### config.mk
export PLATFORM = sky130hd
export DESIGN_NAME = spi_ram_master_ctrl_flat
export DESIGN_NICKNAME = d
export VERILOG_FILES = /design/src/rtl/spi_ram_master_ctrl_pkg.sv /design/src/rtl/spi_ram_master_ctrl_if.sv /design/src/rtl/spi_ram_master_ctrl_shift_reg.sv /design/src/rtl/spi_ram_master_ctrl.sv /design/src/flat_wrapper.sv
export SDC_FILE = /design/constraint.sdc
export NUM_CORES = 1
export LEC_CHECK = 0
export BUFFER_PORTS_ARGS = -buffer_cell sky130_fd_sc_hd__buf_2
export CORE_MARGIN = 1.5
export CORE_UTILIZATION = 51
export DETAILED_ROUTE_END_ITERATION = 7
export GPL_TIMING_DRIVEN = 0
export PLACE_DENSITY_LB_ADDON = 0.2
export SYNTH_ARGS = -nofsm -noshare
export SYNTH_HDL_FRONTEND = slang
export SYNTH_SLANG_ARGS = --single-unit
export TNS_END_PERCENT = 10
### constraint.sdc
create_clock -name clk -period 5.8 [get_ports clk]
set_input_delay 1.16 -clock clk [delete_from_list [all_inputs] [get_ports clk]]
set_output_delay 1.16 -clock clk [all_outputs]
set_load 0.01 [all_outputs]
### src/rtl/spi_ram_master_ctrl_pkg.sv
// Shared types and defaults for the SPI RAM master controller.
// Optional feature macro: SPI_CTRL_AUTO_READ_EN (see spi_ram_master_ctrl.sv).
package shared_pkg;

    localparam int MEM_WIDTH = 8;

    // Two-bit command carried at the top of every frame; bit 1 is the read/write command bit.
    typedef enum logic [1:0] {
        WRITE_ADD  = 2'b00,
        WRITE_DATA = 2'b01,
        READ_ADD   = 2'b10,
        READ_DATA  = 2'b11
    } spi_op_e;

    typedef enum logic [2:0] {
        ST_IDLE      = 3'd0,
        ST_START     = 3'd1,
        ST_SHIFT_CMD = 3'd2,
        ST_WAIT_RD   = 3'd3,
        ST_SHIFT_RD  = 3'd4,
        ST_GAP       = 3'd5
    } ctrl_state_e;

endpackage

### src/rtl/spi_ram_master_ctrl_if.sv
// Host request/response bundle for the SPI RAM master controller.
// Handshake: a request transfers on a rising edge where req_valid && req_ready;
// the host keeps req_op/req_data stable while req_valid is high and unaccepted.
// rd_valid is a one-cycle pulse qualifying rd_data, with no back-pressure.
interface spi_ram_master_ctrl_if #(
    parameter int MEM_WIDTH = 8
);
    logic                 req_valid;
    logic                 req_ready;
    logic [1:0]           req_op;
    logic [MEM_WIDTH-1:0] req_data;
    logic [MEM_WIDTH-1:0] rd_data;
    logic                 rd_valid;

    modport master (
        output req_valid, req_op, req_data,
        input  req_ready, rd_data, rd_valid
    );

    modport slave (
        input  req_valid, req_op, req_data,
        output req_ready, rd_data, rd_valid
    );
endinterface

### src/rtl/spi_ram_master_ctrl_shift_reg.sv
// Frame shifter: parallel load, MSB-first shift out, serial shift in at the LSB,
// plus a per-phase cycle counter the controller clears on every state change.
module spi_shift_reg #(
    parameter int W  = 10,
    parameter int RW = 7,
    parameter int CW = 5
) (
    input  logic          clk,
    input  logic          rst,
    input  logic          load,
    input  logic [W-1:0]  load_val,
    input  logic          shift_en,
    input  logic          sin,
    input  logic          cnt_clr,
    output logic          sout,
    output logic [RW-1:0] rx_low,
    output logic [CW-1:0] cnt
);
    logic [W-1:0]  data_q, data_d;
    logic [CW-1:0] cnt_q, cnt_d;

    // Next shifter contents and phase counter; load wins over shift.
    always_comb begin
        data_d = data_q;
        if (load) begin
            data_d = load_val;
        end else if (shift_en) begin
            data_d = {data_q[W-2:0], sin};
        end
        cnt_d = cnt_clr ? '0 : cnt_q + 1'b1;
    end

    // Shifter and counter registers.
    always_ff @(posedge clk) begin
        if (rst) begin
            data_q <= '0;
            cnt_q  <= '0;
        end else begin
            data_q <= data_d;
            cnt_q  <= cnt_d;
        end
    end

    assign sout   = data_q[W-1];
    assign rx_low = data_q[RW-1:0];
    assign cnt    = cnt_q;
endmodule

### src/rtl/spi_ram_master_ctrl.sv
// SPI RAM master controller: one host request becomes one SPI frame
// {op, data} shifted MSB first, with a read-back phase for READ_DATA.
// Optional macro SPI_CTRL_AUTO_READ_EN: a read request (op 10 or 11) issues a
// READ_ADD frame followed by a READ_DATA frame without returning to IDLE.
module spi_ram_master_ctrl #(
    parameter int MEM_WIDTH = shared_pkg::MEM_WIDTH,
    parameter int RD_WAIT   = 1,
    parameter int IDLE_GAP  = 1
) (
    input  logic                    clk,
    input  logic                    rst,
    spi_ram_master_ctrl_if.slave    host,
    output logic                    busy,
    output logic                    SS_n,
    output logic                    MOSI,
    input  logic                    MISO,
    output shared_pkg::ctrl_state_e state_dbg
);
    import shared_pkg::*;

    localparam int FW = MEM_WIDTH + 2;
    localparam int RW = MEM_WIDTH - 1;
    localparam int CW = $clog2(MEM_WIDTH + 10);

    ctrl_state_e          state_q, state_d;
    logic [FW-1:0]        frame_q, frame_d;
    logic                 ss_n_q, ss_n_d;
    logic                 mosi_q, mosi_d;
    logic                 busy_q, busy_d;
    logic                 req_ready_q, req_ready_d;
    logic                 rd_valid_q, rd_valid_d;
    logic [MEM_WIDTH-1:0] rd_data_q, rd_data_d;
`ifdef SPI_CTRL_AUTO_READ_EN
    logic                 auto_q, auto_d;
`endif

    logic                 sh_load;
    logic [FW-1:0]        sh_load_val;
    logic                 sh_shift_en;
    logic                 sh_sin;
    logic                 sh_cnt_clr;
    logic                 sh_sout;
    logic [RW-1:0]        sh_rx_low;
    logic [CW-1:0]        sh_cnt;

    spi_shift_reg #(.W(FW), .RW(RW), .CW(CW)) u_shift (
        .clk      (clk),
        .rst      (rst),
        .load     (sh_load),
        .load_val (sh_load_val),
        .shift_en (sh_shift_en),
        .sin      (sh_sin),
        .cnt_clr  (sh_cnt_clr),
        .sout     (sh_sout),
        .rx_low   (sh_rx_low),
        .cnt      (sh_cnt)
    );

    // Next state, frame latch, shifter control and next values of the registered outputs.
    always_comb begin
        state_d = state_q;
        frame_d = frame_q;
        sh_load = 1'b0;
`ifdef SPI_CTRL_AUTO_READ_EN
        auto_d  = auto_q;
`endif
        case (state_q)
            ST_IDLE: begin
                if (host.req_valid && req_ready_q) begin
                    frame_d = {host.req_op, host.req_data};
`ifdef SPI_CTRL_AUTO_READ_EN
                    if (host.req_op[1]) begin
                        frame_d = {READ_ADD, host.req_data};
                        auto_d  = 1'b1;
                    end
`endif
                    sh_load = 1'b1;
                    state_d = ST_START;
                end
            end
            ST_START: state_d = ST_SHIFT_CMD;
            ST_SHIFT_CMD: begin
                if (int'(sh_cnt) == FW - 1) begin
                    if (frame_q[FW-1 -: 2] == READ_DATA) begin
                        state_d = (RD_WAIT == 0) ? ST_SHIFT_RD : ST_WAIT_RD;
                    end else begin
                        state_d = ST_GAP;
                    end
                end
            end
            ST_WAIT_RD: begin
                if (int'(sh_cnt) == RD_WAIT - 1) state_d = ST_SHIFT_RD;
            end
            ST_SHIFT_RD: begin
                if (int'(sh_cnt) == MEM_WIDTH - 1) state_d = ST_GAP;
            end
            ST_GAP: begin
                if (int'(sh_cnt) == IDLE_GAP - 1) begin
                    state_d = ST_IDLE;
`ifdef SPI_CTRL_AUTO_READ_EN
                    // Second half of an automatic read: data-phase frame with zero payload.
                    if (auto_q) begin
                        frame_d = {READ_DATA, {MEM_WIDTH{1'b0}}};
                        sh_load = 1'b1;
                        auto_d  = 1'b0;
                        state_d = ST_START;
                    end
`endif
                end
            end
            default: state_d = ST_IDLE;
        endcase

        // The shifter advances on the edge entering each command bit so MOSI can be registered.
        sh_load_val = frame_d;
        sh_shift_en = (state_d == ST_SHIFT_CMD) || (state_q == ST_SHIFT_RD);
        sh_sin      = (state_q == ST_SHIFT_RD) ? MISO : 1'b0;
        sh_cnt_clr  = (state_d != state_q);

        ss_n_d      = !(state_d inside {ST_START, ST_SHIFT_CMD, ST_WAIT_RD, ST_SHIFT_RD});
        busy_d      = (state_d != ST_IDLE);
        req_ready_d = (state_d == ST_IDLE);
        mosi_d      = (state_d == ST_SHIFT_CMD) ? sh_sout : 1'b0;
        rd_valid_d  = (state_q == ST_SHIFT_RD) && (state_d == ST_GAP);
        rd_data_d   = rd_valid_d ? {sh_rx_low, MISO} : rd_data_q;
    end

    // State and registered outputs.
    always_ff @(posedge clk) begin
        if (rst) begin
            state_q     <= ST_IDLE;
            frame_q     <= '0;
            ss_n_q      <= 1'b1;
            mosi_q      <= 1'b0;
            busy_q      <= 1'b0;
            req_ready_q <= 1'b1;
            rd_valid_q  <= 1'b0;
            rd_data_q   <= '0;
`ifdef SPI_CTRL_AUTO_READ_EN
            auto_q      <= 1'b0;
`endif
        end else begin
            state_q     <= state_d;
            frame_q     <= frame_d;
            ss_n_q      <= ss_n_d;
            mosi_q      <= mosi_d;
            busy_q      <= busy_d;
            req_ready_q <= req_ready_d;
            rd_valid_q  <= rd_valid_d;
            rd_data_q   <= rd_data_d;
`ifdef SPI_CTRL_AUTO_READ_EN
            auto_q      <= auto_d;
`endif
        end
    end

    assign host.req_ready = req_ready_q;
    assign host.rd_valid  = rd_valid_q;
    assign host.rd_data   = rd_data_q;
    assign busy           = busy_q;
    assign SS_n           = ss_n_q;
    assign MOSI           = mosi_q;
    assign state_dbg      = state_q;
endmodule

### src/flat_wrapper.sv
// flat-port wrapper written by rule: the top's interface ports become plain ports
module spi_ram_master_ctrl_flat import shared_pkg::*;
#(
    parameter int MEM_WIDTH = shared_pkg::MEM_WIDTH,
    parameter int RD_WAIT   = 1,
    parameter int IDLE_GAP  = 1
)
  (clk, rst, busy, SS_n, MOSI, MISO, state_dbg, host_req_valid, host_req_op, host_req_data, host_req_ready, host_rd_data, host_rd_valid);
  spi_ram_master_ctrl_if #(.MEM_WIDTH(MEM_WIDTH)) host_i ();
  input  logic clk;
  input  logic rst;
  output logic busy;
  output logic SS_n;
  output logic MOSI;
  input  logic MISO;
  output shared_pkg::ctrl_state_e state_dbg;
  input wire logic [$bits(host_i.req_valid)-1:0] host_req_valid;
  input wire logic [$bits(host_i.req_op)-1:0] host_req_op;
  input wire logic [$bits(host_i.req_data)-1:0] host_req_data;
  output wire logic [$bits(host_i.req_ready)-1:0] host_req_ready;
  output wire logic [$bits(host_i.rd_data)-1:0] host_rd_data;
  output wire logic [$bits(host_i.rd_valid)-1:0] host_rd_valid;
  assign host_i.req_valid = host_req_valid;
  assign host_i.req_op = host_req_op;
  assign host_i.req_data = host_req_data;
  assign host_req_ready = host_i.req_ready;
  assign host_rd_data = host_i.rd_data;
  assign host_rd_valid = host_i.rd_valid;
  spi_ram_master_ctrl #(.MEM_WIDTH(MEM_WIDTH), .RD_WAIT(RD_WAIT), .IDLE_GAP(IDLE_GAP)) u_core (.clk(clk), .rst(rst), .host(host_i), .busy(busy), .SS_n(SS_n), .MOSI(MOSI), .MISO(MISO), .state_dbg(state_dbg));
endmodule
# After elaboration in Yosys (flattened, before gate mapping)
# Index checks and enable logic that the tools add are counted.
dict set report classes {
  addsub 1
  eq_ne 14
  muxes 14
  n_bitwise 1
  n_reduce_logical 12
}
# cell count
set op_table {}
lappend op_table {{10-bit two-way mux} 4}
lappend op_table {{3-bit two-way mux} 6}
lappend op_table {{3-bit one-hot mux with 6 select lines} 1}
lappend op_table {{3-bit by 2-bit equality test with 1-bit output, second input constant} 4}
lappend op_table {{3-bit equality test, second input constant} 4}
lappend op_table {{3-bit by 1-bit equality test with 1-bit output, second input constant} 2}
lappend op_table {{3-bit logical NOT} 2}
lappend op_table {{5-bit by 1-bit adder with 5-bit output, second input constant} 1}
lappend op_table {{5-bit by 4-bit equality test with 1-bit output, second input constant} 1}
lappend op_table {{5-bit equality test, second input constant} 1}
lappend op_table {{5-bit logical NOT} 1}
lappend op_table {{4-bit nonzero test} 1}
lappend op_table {{2-bit OR reduction} 2}
lappend op_table {{1-bit two-way mux} 3}
lappend op_table {{3-bit inequality test} 1}
lappend op_table {{3-bit nonzero test} 1}
lappend op_table {{2-bit equality test, second input constant} 1}
lappend op_table {{1-bit logical AND} 2}
lappend op_table {{2-bit nonzero test} 1}
lappend op_table {{1-bit logical NOT} 1}
lappend op_table {{1-bit logical OR} 1}
lappend op_table {{1-bit NOT} 1}
dict set report totals {
  ff_bits 41
  inputBits 14
  output_inout_bits 16
  word_cells 52
}

# Depth between registers and ports, before layout
# Gate-level depths: netlist of the first run.
dict set report depth {
  word_depth 8
  depth_mapped 8
  mapped_depth_nobuf 7
}

# By module
# Synthesis of the first run repeated with hierarchy kept, for this count alone.
dict set report hier_totals {
  cells_unflattened 192
  hier_area_um2 1908.1
}
# mod instances cells_each area_per_inst_um2 seq_area_each_um2
set by_module_without_submodules {}
lappend by_module_without_submodules {spi_ram_master_ctrl 1 122 1192.4 520.5}
lappend by_module_without_submodules {spi_shift_reg 1 70 715.7 300.3}

# Worst setup path after synthesis of the first run
# No wires, ideal clock.
dict set report synth_path {
  kind {in2reg}
  start {input host_req_valid}
  end {register u_core.u_shift.data_q[1]}
  arrival_time_ns 2.235
  required_ns 5.657
  path_slack_ns 3.422
  cell_stages 6
  path_buffers 1
  cell_sequence {nand2_1 -> nor4_1 -> or4_1 -> clkbuf_1 -> a21oi_1 -> a211oi_2}
}
dict set report synth_between {
  elab_chain_len 6
  elab_cells_between_ends 11
}
# item line
set synth_rtl {}
lappend synth_rtl {{start, declared} flat_wrapper.sv:17} ;# input wire logic [$bits(host_i.req_valid)-1:0] host_req_valid;
lappend synth_rtl {{1-bit logical AND (*)} spi_ram_master_ctrl.sv:69} ;# if (host.req_valid && req_ready_q) begin
lappend synth_rtl {{3-bit two-way mux} spi_ram_master_ctrl.sv:69}
lappend synth_rtl {{3-bit one-hot mux with 6 select lines} spi_ram_master_ctrl.sv:67} ;# case (state_q)
lappend synth_rtl {{3-bit by 2-bit equality test with 1-bit output} spi_ram_master_ctrl.sv:116} ;# sh_shift_en = (state_d == ST_SHIFT_CMD) || (state_q == ST_SHIFT_RD);
lappend synth_rtl {{1-bit logical OR} spi_ram_master_ctrl.sv:116}
lappend synth_rtl {{2-bit nonzero test (no line)} n/a}
lappend synth_rtl {{end signal, assigned} spi_ram_master_ctrl_shift_reg.sv:39} ;# data_q <= data_d;
lappend synth_rtl {{end, declared} spi_ram_master_ctrl_shift_reg.sv:19} ;# logic [W-1:0] data_q, data_d;
# Every way passes the cells marked *; elsewhere a longest branch is shown, timed or not.
# A chain may end at the register's enable or synchronous reset.

# Worst setup path after layout of the first run
dict set report layout_path {
  start {input host_req_valid}
  end {register u_core.u_shift.data_q[8]}
}
# The elaborated chain is that of the path after synthesis.

==> impl_metrics.ini, run 1 <==
[outcome]
violations = DRC
status = finished, violations left

[clocking]
cts-buffers-inserted = 5
clk_pin_slew_worst_paths_ns = 0.10
insertion_delay_ns = 0.34
cts-htree-levels = 2
cts_buffer_depth = 2
cts_hold_buf = 0
cts.root.buffer_cell = clkbuf_4
cts_resized = 0
cts_setup_buffers = 0
clkSinkCount = 33
cts_tree = done

[timing]
setup-violations-final = 0
slew_headroom_pct = 52.6
slew_violations = 0
fin_worst_skew_ns = 0.00979
layout_min_cycle_time_ns = 2.37
worst_pin_slew_ns = 0.712
hold_viol = 0
hold_ws_ns = 0.466
fmax_mhz = 422
finalCritPeriodShare_pct = 40.8
rsz0062_at_grt = no
final.setup.tns_ns = 0

[power]
leakage_nw = 0.787
ir_worst_vdd_v = 0.000250
power_density_mw_per_mm2 = 471

[cells_and_area]
stdcell_area_mm2 = 0.00179
fillerInstances = 254
finalNonFillerCells = 233
syn2layout_area_growth_pct = 17.3
utilization_pct = 63.9
nets = 218
drive_gt1_share_pct = 24.8
num_antenna_cells = 0

[place]
routabilityCongestion = 0.774
dp.cells = 225
place_hpwl_um = 2280
port_buffers = 28
post_dp_cell_area_mm2 = 0.00171

[worst_setup_path]
path_max_fanout = 10
start_kind = primary input
path_class = in2reg
cp_cell_sequence = buf_2 -> nand2_1 -> nor4_1 -> clkbuf_1 -> nand2_1 -> a21boi_0 -> a211oi_2
slowest_delay_ns = 0.45
crit_arrival_ns = 2.63
endpoint_kind = flop
crit_required_ns = 6.06
crit_top_cell = nand2_1
critPathSlowestCell = clkbuf_1

[yosys]
yosysSeqAreaShare_pct = 43.2
syn_inst = 166
syn_area_mm2 = 0.00153
synth_top_area_share_pct = 43.2
synth_top_area_cell = dfxtp_1
syn_nets = 183
synth-seq-cells = 33
synth_edf_count = 0
yosysUniqueCellTypes = 36
syn_avg_cell_area_um2 = 9.21
async_reset_ff_share_pct = 0
synth_area_leaders = dfxtp_1 (43%), a211oi_2 (7.4%), mux2i_1 (5.9%)
yosys_warnings = 0
synthFlopType = dfxtp_1

[hold_path]
hold_path.class = reg2reg

[floorplanning]
boundaryPins = 30
die_x_um = 57.8
start_util_pct = 54.5
fp.coreArea_mm2 = 0.00281
dieArea_mm2 = 0.00334
die_h_um = 57.8
rows = 19

[route]
ant_nets = 0
vias = 1300
drc = 6
drt-initial-drc-count = 57
drt_pass1_iterations = 6
via_per_inst = 5.58
finalWirelength_um = 3240
wl_per_cell_um = 13.9

[job]
cap_violations = 0

[global_route]
grtUsageTotal_pct = 21.4
grt_first_pass_wirelength_um = 5400
grt_pass1_vias = 1217
grt-ovfl-total = 0
grt_max_degree = 11
antenna_found_initial = 0
==> cells in the mapped netlist (3+ instances only) <==
cell,n
ha_1,3
a21oi_1,15
nor2_1,21
clkbuf_1,11
nand3_1,3
a211oi_2,9
dfxtp_1,33
nand2_1,15
nand2b_1,3
mux2i_1,9
inv_1,3
a21boi_0,9
==> stage by stage <==
stage,total power [mW],worst slack [ns]
floorplan,0.584,3.42
global placement,0.650,3.14
detailed placement,0.668,3.08
CTS,0.848,3.44
global route,0.899,3.28
finish,0.845,3.43
==> final cells by class <==
cell class | instances | area (um2) | area share [%]
timing repair buffer | 28 | 140 | 7.82
clock buffer | 7 | 55.1 | 3.07
inverter | 3 | 11.3 | 0.628
clock inverter | 1 | 30.0 | 1.67
buffer | 14 | 61.3 | 3.42
sequential | 33 | 661 | 36.8
tap | 31 | 38.8 | 2.16
multi-input combinational | 116 | 796 | 44.4
==> sequential cells by signal (all words and copies together), names as in the netlist <==
register	cells
u_core.MOSI	1
u_core.frame_q	2
u_core.u_shift.cnt	5
u_core.SS_n	1
u_core.state_dbg	3
u_core.host.rd_data	8
u_core.host.rd_valid	1
u_core.busy	1
u_core.host.req_ready	1
u_core.u_shift.data_q	10
==> placed cells by master (no fill, tap or decap), types with 2 or more instances in the layout <==
master,Yosys,layout
xnor2_1,2,2
nor3_1,2,2
ha_1,3,3
o21ai_0,2,2
nand2b_1,3,3
a21boi_0,9,9
inv_1,3,3
and2_1,2,2
xor2_1,2,2
nand3_1,3,3
o22ai_1,2,2
nor2_1,21,21
a211oi_2,9,9
nand2_1,15,15
nand4bb_1,2,2
clkbuf_1,11,12
dfxtp_1,33,33
clkbuf_4,0,5
a21oi_1,15,15
or4_1,2,2
mux2i_1,9,9
buf_2,1,29
==> kinds of logic after synthesis <==
family	Yosys count	share of synthesized area, %
adder cells (fa/ha/maj)	3	2.46
flip-flops	33	43.2
buffers and inverters	17	4.75
XOR/XNOR	4	2.29
AO/OA/AOI/OAI	43	21.8
multiplexers	9	5.89
AND/OR/NAND/NOR	57	19.6
==> report_power, final <==
| part | internal, mW | switching, mW | leakage (nW) | total, mW |
|---|---|---|---|---|
| clock | 0.103 | 0.0758 | 0.0455 | 0.179 |
| sequential | 0.275 | 0.0321 | 0.270 | 0.307 |
| combinational | 0.149 | 0.210 | 0.472 | 0.359 |
| total | 0.527 | 0.318 | 0.787 | 0.845 |
==> worst max-delay path: cells and delay by family <==
| kind | cells | cell delay [ns] |
|---|---|---|
| buffers and inverters | 2 | 0.52 |
| AOI/OAI and AO/OA | 2 | 0.41 |
| and+or+nand+nor | 3 | 0.55 |
==> metal layers <==
metal | global-route usage (%) | vias up | share of wire (%)
met3 | 7.59 | 7 | 5.7
met1 | 26.4 | 605 | 46
met5 | 0 | - | 0
met2 | 34.3 | 33 | 47
met4 | 8.31 | 0 | 1.5
li1 | - | 655 | -
==> path summary, 6_finish.rpt <==
path / cells after the start / start / slack [ns] / endpoint
worst max-delay path: 7 / host_req_valid / 3.43 / u_core.u_shift.data_q[8]$_SDFFE_PP0P_
worst min-delay path: 2 / u_core.frame_q[9]$_SDFF_PP0_ / 0.47 / u_core.frame_q[9]$_SDFF_PP0_
worst max register to register: 7 / u_core.state_dbg[2]$_SDFF_PP0_ / 3.62 / u_core.u_shift.data_q[7]$_SDFFE_PP0P_
worst min register to register: 2 / u_core.frame_q[9]$_SDFF_PP0_ / 0.47 / u_core.frame_q[9]$_SDFF_PP0_
Power figures use the tool's default switching activity.
==> run 2: changes to the inputs <==
--- a/config.mk
+++ b/config.mk
@@ -7,7 +7,7 @@
 export LEC_CHECK = 0
 export BUFFER_PORTS_ARGS = -buffer_cell sky130_fd_sc_hd__buf_2
 export CORE_MARGIN = 1.5
-export CORE_UTILIZATION = 51
+export CORE_UTILIZATION = 48
 export DETAILED_ROUTE_END_ITERATION = 7
 export GPL_TIMING_DRIVEN = 0
 export PLACE_DENSITY_LB_ADDON = 0.2
==> constraint.sdc (replaced) <==
create_clock -name clk -period 1.9 [get_ports clk]
set_input_delay 0.38 -clock clk [delete_from_list [all_inputs] [get_ports clk]]
set_output_delay 0.38 -clock clk [all_outputs]
set_load 0.01 [all_outputs]
==> run 2 against run 1 <==
  * The run ends with setup timing left
  * First-iteration DRC count fell by 46%
  * Hold slack got worse by 0.17 ns
  * Sequential power rose to 3.1 times the previous value
  * Via count rose by 2.1%
  * Die area rose by 5.9%
  * Register-to-register slack got worse by 3.7 ns
  * Sequential share of layout area fell by 2.5 points
  * Flip-flop and latch count did not move
  * Utilization fell by 0.073 points
==> impl_metrics.ini, run 2 (synthesis results as in run 1) <==
[hold_path]
holdPathStages = 3
whs_endpoint = u_core.frame_q[9]$_SDFF_PP0_
min_from = host_req_op[1]
hold_path.class = in2reg

[route]
wl_per_cell_um = 14.3
drt-initial-drc-count = 31
vias = 1327
finalWirelength_um = 3600
drc = 0
via_per_inst = 5.27
ant_nets = 0
drt_pass1_iterations = 4

[global_route]
top_usage_layer = met2
antenna_found_initial = 0
grtUsageMet3_pct = 7.21
grt_util_met2_pct = 37.2
grtUsageTotal_pct = 22.4
grt_max_degree = 11
grt_first_pass_wirelength_um = 5840
grt-ovfl-total = 0
grt_pass1_vias = 1290
use_met1_pct = 27.5

[power]
p_sw_mw = 1.11
p_seq_share_pct = 33.9
ir_worst_vdd_v = 0.00101
p_comb_share_pct = 52.6
power_density_mw_per_mm2 = 1450
sw_frac_of_total_pct = 39.5
intPower_mw = 1.70
clkPwrFrac_pct = 13.4
leakage_nw = 0.834

[cells_and_area]
mostFrequentLayoutCell = buf_2
top_register = u_core.u_shift.data_q
syn2layout_area_growth_pct = 26.4
most-common-layout-cells = buf_2 (31), dfxtp_1 (30), nor2_1 (21), nand2_1 (15), a21oi_2 (11)
nets = 224
largest_reg_flops = 10
finalNonFillerCells = 252
drive_gt1_share_pct = 41.3
stdcell_area_mm2 = 0.00193
fillerInstances = 265
num_antenna_cells = 0

[floorplanning]
fp.coreArea_mm2 = 0.00303
die_x_um = 59.4
die_h_um = 59.4
start_util_pct = 50.5
boundaryPins = 30
rows = 20
dieArea_mm2 = 0.00353

[place]
port_buffers = 28
place_hpwl_um = 2320
dp.cells = 238
pre_cts_ws_ns = -0.230
post_dp_cell_area_mm2 = 0.00173
routabilityCongestion = 0.842

[worst_setup_path]
ff2ff_path_depth = 7
crit_required_ns = 2.16
endpoint_kind = flop
slowest_delay_ns = 0.55
worst_r2r_endpoint = u_core.u_shift.data_q[0]$_SDFFE_PP0P_
path_max_fanout = 9
crit_arrival_ns = 2.26
start_kind = flop
r2r-start = u_core.state_dbg[1]$_SDFF_PP0_
rrSetupSlack_ns = -0.1
path_class = reg2reg
critPathSlowestCell = or4_4
startpoint = u_core.state_dbg[1]$_SDFF_PP0_
cp_cell_sequence = buf_2 -> nand2b_1 -> nor2_1 -> or4_4 -> and2_4 -> buf_6 -> a311oi_2

[clocking]
cts_tree = done
insertion_delay_ns = 0.34
cts-htree-levels = 2
cts_buffer_depth = 2
cts.root.buffer_cell = clkbuf_4
cts_hold_buf = 0
cts-buffers-inserted = 5
clk_pin_slew_worst_paths_ns = 0.10
clkSinkCount = 33

[job]
cap_violations = 0

[timing]
slew_violations = 0
finalCritPeriodShare_pct = 105
worst_pin_slew_ns = 0.692
fin_worst_skew_ns = 0.0117
fmax_mhz = 501
final.setup.tns_ns = -0.731
layout_min_cycle_time_ns = 2.00
slew_headroom_pct = 53.8
fin_ws_ns = -0.0970
hold_ws_ns = 0.299
rsz0062_at_grt = yes
hold_viol = 0
setup-violations-final = 10

[outcome]
status = finished, violations left
violations = setup timing
==> run 2: worst max path at each step <==
stage	to	slack, ns	cells after the start
finish	u_core.u_shift.data_q[0]$_SDFFE_PP0P_	-0.1	7
floorplan	u_core.u_shift.data_q[1]$_SDFFE_PP0P_	0.009	7
global placement	u_core.u_shift.data_q[7]$_SDFFE_PP0P_	-0.18	8
detailed placement	u_core.u_shift.data_q[7]$_SDFFE_PP0P_	-0.23	8
CTS	u_core.u_shift.data_q[0]$_SDFFE_PP0P_	-0.07	8
global route	u_core.u_shift.data_q[0]$_SDFFE_PP0P_	-0.19	9
==> run 2: power groups by stage <==
stage | sequential, mW | combinational, mW | clock [mW]
after floorplan | 0.952 | 0.830 | 0
after global placement | 0.941 | 1.04 | 0
after detailed placement | 0.945 | 1.09 | 0
after CTS | 0.937 | 1.34 | 0.382
after global routing | 0.970 | 1.61 | 0.417
final | 0.951 | 1.47 | 0.377
==> run 2: stage by stage <==
stage	util (%)	power, mW
finish	63.8	2.80
global route	63.8	3.00
CTS	61.7	2.66
detailed placement	57.0	2.03
global placement	57.0	1.98
floorplan	-	1.78
==> run 2: critical path: cells and delay by family, from the launching register on <==
kind                   cells  cell delay (ns)
buffers and inverters      2             0.33
DFF                        1             0.33
and+or+nand+nor            4             1.08
AOI/OAI and AO/OA          1             0.18
==> run 2: area by class of cell <==
class / instances / area, um2 / share of cell area, %
clock inverters: 2 / 10.0 / 0.518
clock buffers: 6 / 41.3 / 2.14
repair buffers: 34 / 193 / 9.97
multi-input cells: 116 / 880 / 45.5
inverters: 3 / 11.3 / 0.583
well taps: 44 / 55.1 / 2.85
plain buffers: 14 / 78.8 / 4.08
flip-flops and latches: 33 / 664 / 34.4
==> run 2: metal layers <==
metal  vias to the layer above  wire length (um)
met4                         0                57
met5                         -                 0
met2                        25              1740
met1                       637              1650
met3                         7               148
li1                        658                 -
==> run 2: what timing repair did <==
item                                    CTS  global route
gates resized for setup                  19            21
setup buffers                             5             0
endpoints found under the setup margin   10            22
pin swaps                                 2             6
gates cloned                              1             0
